$ cat src/rtl/ctrl_sequencer.sv
`timescale 1ns/1ps
`default_nettype none
// ============================================================================
// Module   : ctrl_sequencer
// Purpose  : Multi-cycle control sequencer for the single-issue MIPS-subset
//            datapath. Walks each instruction through FETCH, LOAD_IR, DECODE,
//            EXEC, MEM, WB and NEXT, drives single-cycle load/read/write
//            strobes, reports halt/illegal status and counts retired
//            instructions.
// Params   : MEM_LAT    - I-cache / D-cache access cycles (1..15)
// Macro    : CTRL_ICOUNT_EN - when defined, implements the 32-bit retired
//            instruction counter; when undefined, icount is tied to 0.
// Ports    : clk, rst (async, active-high)
//            run        - permits start of a new fetch (sampled in IDLE/NEXT)
//            opcode     - IR[31:26], valid from DECODE onward
//            beq_taken  - branch comparator equal flag, sampled in EXEC
//            ic_read, ir_ld, rf_read, rf_write, dc_read, dc_write,
//            pc_incr, pc_ld - one-cycle strobes (at most one high per cycle)
//            wb_sel     - write-back source (0 = ALU, 1 = data cache)
//            state      - current state encoding
//            halted     - high in HALT
//            illegal    - sticky, an undefined opcode was decoded
//            icount     - retired-instruction count
// Revision : 1.0 - initial release
// ============================================================================
module ctrl_sequencer #(
  parameter int MEM_LAT = 1
) (
  input  logic        clk,
  input  logic        rst,
  input  logic        run,
  input  logic [5:0]  opcode,
  input  logic        beq_taken,
  output logic        ic_read,
  output logic        ir_ld,
  output logic        rf_read,
  output logic        rf_write,
  output logic        wb_sel,
  output logic        dc_read,
  output logic        dc_write,
  output logic        pc_incr,
  output logic        pc_ld,
  output logic [3:0]  state,
  output logic        halted,
  output logic        illegal,
  output logic [31:0] icount
);

  typedef enum logic [3:0] {
    S_IDLE    = 4'd0,
    S_FETCH   = 4'd1,
    S_LOAD_IR = 4'd2,
    S_DECODE  = 4'd3,
    S_EXEC    = 4'd4,
    S_MEM     = 4'd5,
    S_WB      = 4'd6,
    S_NEXT    = 4'd7,
    S_HALT    = 4'd8
  } state_t;

  localparam logic [5:0] OP_NOP  = 6'd0;
  localparam logic [5:0] OP_ADD  = 6'd1;
  localparam logic [5:0] OP_SUB  = 6'd2;
  localparam logic [5:0] OP_OR   = 6'd3;
  localparam logic [5:0] OP_AND  = 6'd4;
  localparam logic [5:0] OP_LW   = 6'd5;
  localparam logic [5:0] OP_SW   = 6'd6;
  localparam logic [5:0] OP_ADDI = 6'd7;
  localparam logic [5:0] OP_BEQ  = 6'd8;
  localparam logic [5:0] OP_HALT = 6'd63;

  // Wait counter counts down to zero; a load of LAT-1 gives LAT cycles.
  localparam logic [3:0] WAIT_RELOAD = 4'(MEM_LAT - 1);

  state_t     state_q, state_d;
  logic [3:0] wait_q, wait_d;
  logic       take_q, take_d;
  logic       illegal_q, illegal_d;
  logic       halted_q, halted_d;
  logic       ic_read_q, ic_read_d;
  logic       ir_ld_q, ir_ld_d;
  logic       rf_read_q, rf_read_d;
  logic       rf_write_q, rf_write_d;
  logic       wb_sel_q, wb_sel_d;
  logic       dc_read_q, dc_read_d;
  logic       dc_write_q, dc_write_d;
  logic       pc_incr_q, pc_incr_d;
  logic       pc_ld_q, pc_ld_d;

  logic       entering_fetch;
  logic       entering_mem;

  always_comb begin
    state_d   = state_q;
    wait_d    = wait_q;
    take_d    = take_q;
    illegal_d = illegal_q;

    case (state_q)
      S_IDLE: begin
        if (run) state_d = S_FETCH;
      end
      S_FETCH: begin
        if (wait_q == 4'd0) state_d = S_LOAD_IR;
        else                wait_d  = wait_q - 4'd1;
      end
      S_LOAD_IR: state_d = S_DECODE;
      S_DECODE: begin
        case (opcode)
          OP_NOP:  state_d = S_NEXT;
          OP_HALT: state_d = S_HALT;
          OP_ADD, OP_SUB, OP_OR, OP_AND, OP_ADDI,
          OP_LW, OP_SW, OP_BEQ: state_d = S_EXEC;
          default: begin
            illegal_d = 1'b1;
            state_d   = S_HALT;
          end
        endcase
      end
      S_EXEC: begin
        if (opcode == OP_BEQ) begin
          take_d  = beq_taken;
          state_d = S_NEXT;
        end else if (opcode == OP_LW || opcode == OP_SW) begin
          state_d = S_MEM;
        end else begin
          state_d = S_WB;
        end
      end
      S_MEM: begin
        if (wait_q == 4'd0) state_d = (opcode == OP_LW) ? S_WB : S_NEXT;
        else                wait_d  = wait_q - 4'd1;
      end
      S_WB:   state_d = S_NEXT;
      S_NEXT: begin
        take_d  = 1'b0;
        state_d = run ? S_FETCH : S_IDLE;
      end
      S_HALT:  state_d = S_HALT;
      default: state_d = S_IDLE;
    endcase

    entering_fetch = (state_d == S_FETCH) && (state_q != S_FETCH);
    entering_mem   = (state_d == S_MEM)   && (state_q != S_MEM);
    if (entering_fetch || entering_mem) wait_d = WAIT_RELOAD;

    // Strobes are decoded from the next state so that they come out of
    // flops aligned with the state they belong to.
    ic_read_d  = entering_fetch;
    ir_ld_d    = (state_d == S_LOAD_IR);
    rf_read_d  = (state_d == S_DECODE);
    rf_write_d = (state_d == S_WB);
    wb_sel_d   = (state_d == S_WB) && (opcode == OP_LW);
    dc_read_d  = entering_mem && (opcode == OP_LW);
    dc_write_d = entering_mem && (opcode == OP_SW);
    pc_ld_d    = (state_d == S_NEXT) && take_d;
    pc_incr_d  = (state_d == S_NEXT) && !take_d;
    halted_d   = (state_d == S_HALT);
  end

  always_ff @(posedge clk or posedge rst) begin
    if (rst) begin
      state_q    <= S_IDLE;
      wait_q     <= 4'd0;
      take_q     <= 1'b0;
      illegal_q  <= 1'b0;
      halted_q   <= 1'b0;
      ic_read_q  <= 1'b0;
      ir_ld_q    <= 1'b0;
      rf_read_q  <= 1'b0;
      rf_write_q <= 1'b0;
      wb_sel_q   <= 1'b0;
      dc_read_q  <= 1'b0;
      dc_write_q <= 1'b0;
      pc_incr_q  <= 1'b0;
      pc_ld_q    <= 1'b0;
    end else begin
      state_q    <= state_d;
      wait_q     <= wait_d;
      take_q     <= take_d;
      illegal_q  <= illegal_d;
      halted_q   <= halted_d;
      ic_read_q  <= ic_read_d;
      ir_ld_q    <= ir_ld_d;
      rf_read_q  <= rf_read_d;
      rf_write_q <= rf_write_d;
      wb_sel_q   <= wb_sel_d;
      dc_read_q  <= dc_read_d;
      dc_write_q <= dc_write_d;
      pc_incr_q  <= pc_incr_d;
      pc_ld_q    <= pc_ld_d;
    end
  end

`ifdef CTRL_ICOUNT_EN
  logic [31:0] icount_q;

  // Retirement is counted as the NEXT cycle completes; wraps naturally.
  always_ff @(posedge clk or posedge rst) begin
    if (rst)                    icount_q <= 32'd0;
    else if (state_q == S_NEXT) icount_q <= icount_q + 32'd1;
  end

  assign icount = icount_q;
`else
  assign icount = 32'd0;
`endif

  assign state    = state_q;
  assign halted   = halted_q;
  assign illegal  = illegal_q;
  assign ic_read  = ic_read_q;
  assign ir_ld    = ir_ld_q;
  assign rf_read  = rf_read_q;
  assign rf_write = rf_write_q;
  assign wb_sel   = wb_sel_q;
  assign dc_read  = dc_read_q;
  assign dc_write = dc_write_q;
  assign pc_incr  = pc_incr_q;
  assign pc_ld    = pc_ld_q;

endmodule
`default_nettype wire

$ cat config.mk
export PLATFORM = sky130hd
export DESIGN_NAME = ctrl_sequencer
export DESIGN_NICKNAME = d
export VERILOG_FILES = /design/src/rtl/ctrl_sequencer.sv
export SDC_FILE = /design/constraint.sdc
export NUM_CORES = 1
export LEC_CHECK = 0
export ABC_AREA = 1
export CAP_MARGIN = 20
export CORE_AREA = 2 2 63 65
export DETAILED_ROUTE_END_ITERATION = 12
export DIE_AREA = 0 0 65 67
export PLACE_DENSITY = 0.72
export SETUP_SLACK_MARGIN = 0.4
export SYNTH_ARGS = -nofsm -noshare
export SYNTH_HDL_FRONTEND = slang
export SYNTH_SLANG_ARGS = --single-unit
$ cat constraint.sdc
create_clock -name clk -period 1.48 [get_ports clk]
set_input_delay 0.296 -clock clk [delete_from_list [all_inputs] [get_ports clk]]
set_output_delay 0.296 -clock clk [all_outputs]
set_load 0.03 [all_outputs]
==> metrics.md <==
| Metric | Value |
|---|---|
| Outcome | finished, violations left |
| Violated checks | setup timing |
| DRT Wirelength | 3.37 mm |
| Rows | 22 |
| Top Ports | 57 |
| Max IR drop VDD | 0.575 mV |
| CP delay by family, top | buffers and inverters |
| Initial Utilization | 0.367 |
| RSZ-0062 raised after global routing | true |
| Hpwl dp | roughly 2.0 mm |
| Vias after detailed routing | 1295 |
| Register area share after synthesis | 0.378 |
| Clock skew | 0.00926 ns |
| Post-synthesis simple-gate area fraction | 0.279 |
| CTS tree | built |
| CTS sink cnt | 20 |
| Netlist cell types | 23 |
| Commonest cells in the netlist | 32 x buf_4, 26 x nor2_1, 24 x inv_1 |
| Comb power frac | 0.657 |
| Placed Cells | 261 |
| Async SR Flop Fraction | 1.00 |
| Top_reg_cell synth | dfrtp_1 |
| Worst-Skew Late Latency | between 0.2 and 0.3 ns |
| RePlAce Congestion | about 0.83 |
| Initial DRC count | 33 |
| Num CTS Buffers | 3 |
| Crit path buf inv count | 3 |
| Max Slew Vio Count | 0 |
| Area of the mapped netlist | roughly 1300 sq um |
| Mean area per synthesized cell | 7.61 sq um |
| Count leader, synth | buf_4 |
| Post-synth top area share | 0.378 |
| CTS Hold Bufs | 0 |
| Final Hold Viols | 0 |
| Compound-Gate Fraction of Synth Area | 0.0690 |
| Vias in the first global route | 1145 |
| Max-cap violations | 0 |
| Crit Path Max Fanout | 3 |
| CP max stage delay | 0.39 ns |
| DR vias/cell | 4.47 |
| Clock buffer depth | 2 |
| Die area | 4360 sq um |
| DRT Pass-1 Iters | 4 |
| CP Launch Type | flop |
| Initial antenna violation count | 0 |
| Hold_ws | 0.352 ns |
| Crit path required time | 1.66 ns |
| Clock transition at path regs | around 0.07 ns |
| Mux cell area share after synthesis | 0 |
| Synth Warn # | 0 |
| Area contributors post-synth | dfrtp_1 38%, buf_4 18%, nor2_1 7.4% |
| Final period utilization | 1.06 |
| All-Layer GR Usage | 0.143 |
| Main combinational cell family by area after synthesis | simple AND/OR/NAND/NOR gates |
| Slowest stage cell, crit path | dfrtp_1 |
| Worst reg2reg path depth | 8 |
| CTS root buf | clkbuf_8 |
| Avg WL per Cell | 11.6 um |
| Final setup margin | -0.0895 ns |
| Post-synthesis adder-cell area fraction | 0.00945 |
| Crit-path most repeated cell | buf_4 |
| Crit-path cells | inv_2 > ha_4 > nand2_1 > buf_4 > o211ai_4 > buf_4 > nand3_2 > nor2b_1 |
| Chip width | 65 um |
| XOR/XNOR Fraction of Synth Area | 0.00662 |
| Core area | between 3000 and 4000 sq um |
| Setup violators final | 11 |
| Die H | 67 um |
| Sw power | 0.00170 W |
| Worst path depth | 8 |
| Worst Hold Class | primary input to asynchronous set/reset pin |
| Antenna Nets Post-Route | 0 |
| Min Tclk post-route | 1.57 ns |
| Switching share of power | 0.459 |
| Post-Syn Instances | 174 |
| RR Startpoint | wait_q[1] |
| Seq pwr share | 0.245 |
| CP arrival | ~1.8 ns |
| Grt total ovfl | 0 |
| Final Non-Filler Cells | 290 |
| Critical Path End Type | flop |
| Pin count of the biggest net entering global routing | 21 |
| PortBufs | 24 |
| Crit. Startpoint | wait_q[1] |
| First-pass GRT wire length | 4.75 mm |
| Final #Nets | between 200 and 300 |
| # diodes | 0 |
| Clock network power share | 0.098 |
| Pint | ~0.002 W |
| #FFs+latches synth | 20 |
| Count of flip-flops with a built-in enable after synthesis | 0 |
| Cell Pwr Density | 1720 nW/um^2 |
| Leading area contributor after synthesis | dfrtp_1 |
| Layout area overhead | 62.8% |
| H-tree levels | 1 |
| Residual DRC | 0 |
| Fmax | 0.637 GHz |
| LEAKAGE | 1.09 nW |
| Crit Path Class | flop to flop |
| Fraction of layout cells with a size suffix above 1 | 0.529 |
[registers in the layout, indices dropped and copies added (netlist names)]
signal    flops
state         4
wait_q        4
dc_read       1
dc_write      1
halted        1
ic_read       1
illegal       1
ir_ld         1
pc_incr       1
pc_ld         1
rf_read       1
rf_write      1
take_q        1
wb_sel        1
[stage by stage]
stage	area (sq um)	TNS, ns	worst slack, ns	total power, W	util
after global routing	2150	-1.39	-0.180	0.00388	0.598
final	2150	-0.545	-0.0895	0.00370	0.598
after floorplan	1460	0	0.0481	0.00194	-
after CTS	1900	-0.429	-0.0928	0.00308	0.528
after global placement	1640	-5.30	-0.442	0.00242	0.454
after detailed placement	1640	-5.49	-0.470	0.00244	0.454
[layer usage]
metal,GRT usage,vias to the layer above,part of all wire
li1,-,615,-
met2,0.273,57,0.56
met4,0.0559,0,0.017
met1,0.154,613,0.37
met5,0,-,0
met3,0.0287,10,0.057
[power by group through the flow]
stage | Combinational (W) | Sequential, W | Clock (W)
5_1_grt | 0.00257 | 0.000921 | 0.000395
3_3_place_gp | 0.00156 | 0.000860 | 0
6_report | 0.00243 | 0.000909 | 0.000362
4_1_cts | 0.00184 | 0.000880 | 0.000363
2_1_floorplan | 0.000898 | 0.00104 | 0
3_5_place_dp | 0.00157 | 0.000866 | 0
[kinds of logic after synthesis]
logic type      Yosys count
compound gates           15
xor+xnor                  1
simple gates             78
fa+ha+maj                 1
flops                    20
other cells               1
buf+inv                  58
[timing repair]
action / in CTS / in global routing
endpoints found under the setup margin: 33 / 34
pin swaps: 13 / 18
gates cloned: 0 / 0
resized for setup: 168 / 44
setup buffers: 11 / 14
[final cells by class]
cell class	count	area [sq um]
Inverter	26	105
Tap cell	48	60.1
Fill cell	312	1450
Multi-Input combinational cell	127	845
Clock buffer	4	45.0
Timing Repair Buffer	65	594
Sequential cell	20	505
[tightest hold or removal path: stages]
cell             delay, ns
clkdlybuf4s50_1       0.39
inv_1                 0.05
buf_4                 0.26
[final timing paths]
check | slack [ns] | to
worst max-delay path | -0.09 | pc_ld
worst min-delay path | 0.35 | wait_q[0]
worst max register to register | -0.09 | pc_ld
worst min register to register | 0.57 | ir_ld
max in group asynchronous | 0.90 | state[3]
min in group clk | 0.40 | illegal
[cells in the final DEF, fill, tap and decap left out, drive strengths merged]
cell type      Yosys  layout
a21oi              5       5
a41o               1       1
buf               32      62
clkbuf             0       4
clkdlybuf4s50      0       3
conb               1      32
dfrtp             20      20
ha                 1       1
inv               26      26
nand2             26      26
nand3             14      14
nor2              33      33
nor2b              1       1
nor3               3       3
nor4               1       1
o211ai             1       1
o21ai              6       6
o22ai              1       1
o31ai              1       1
xnor2              1       1
Power figures use the tool's default switching activity.
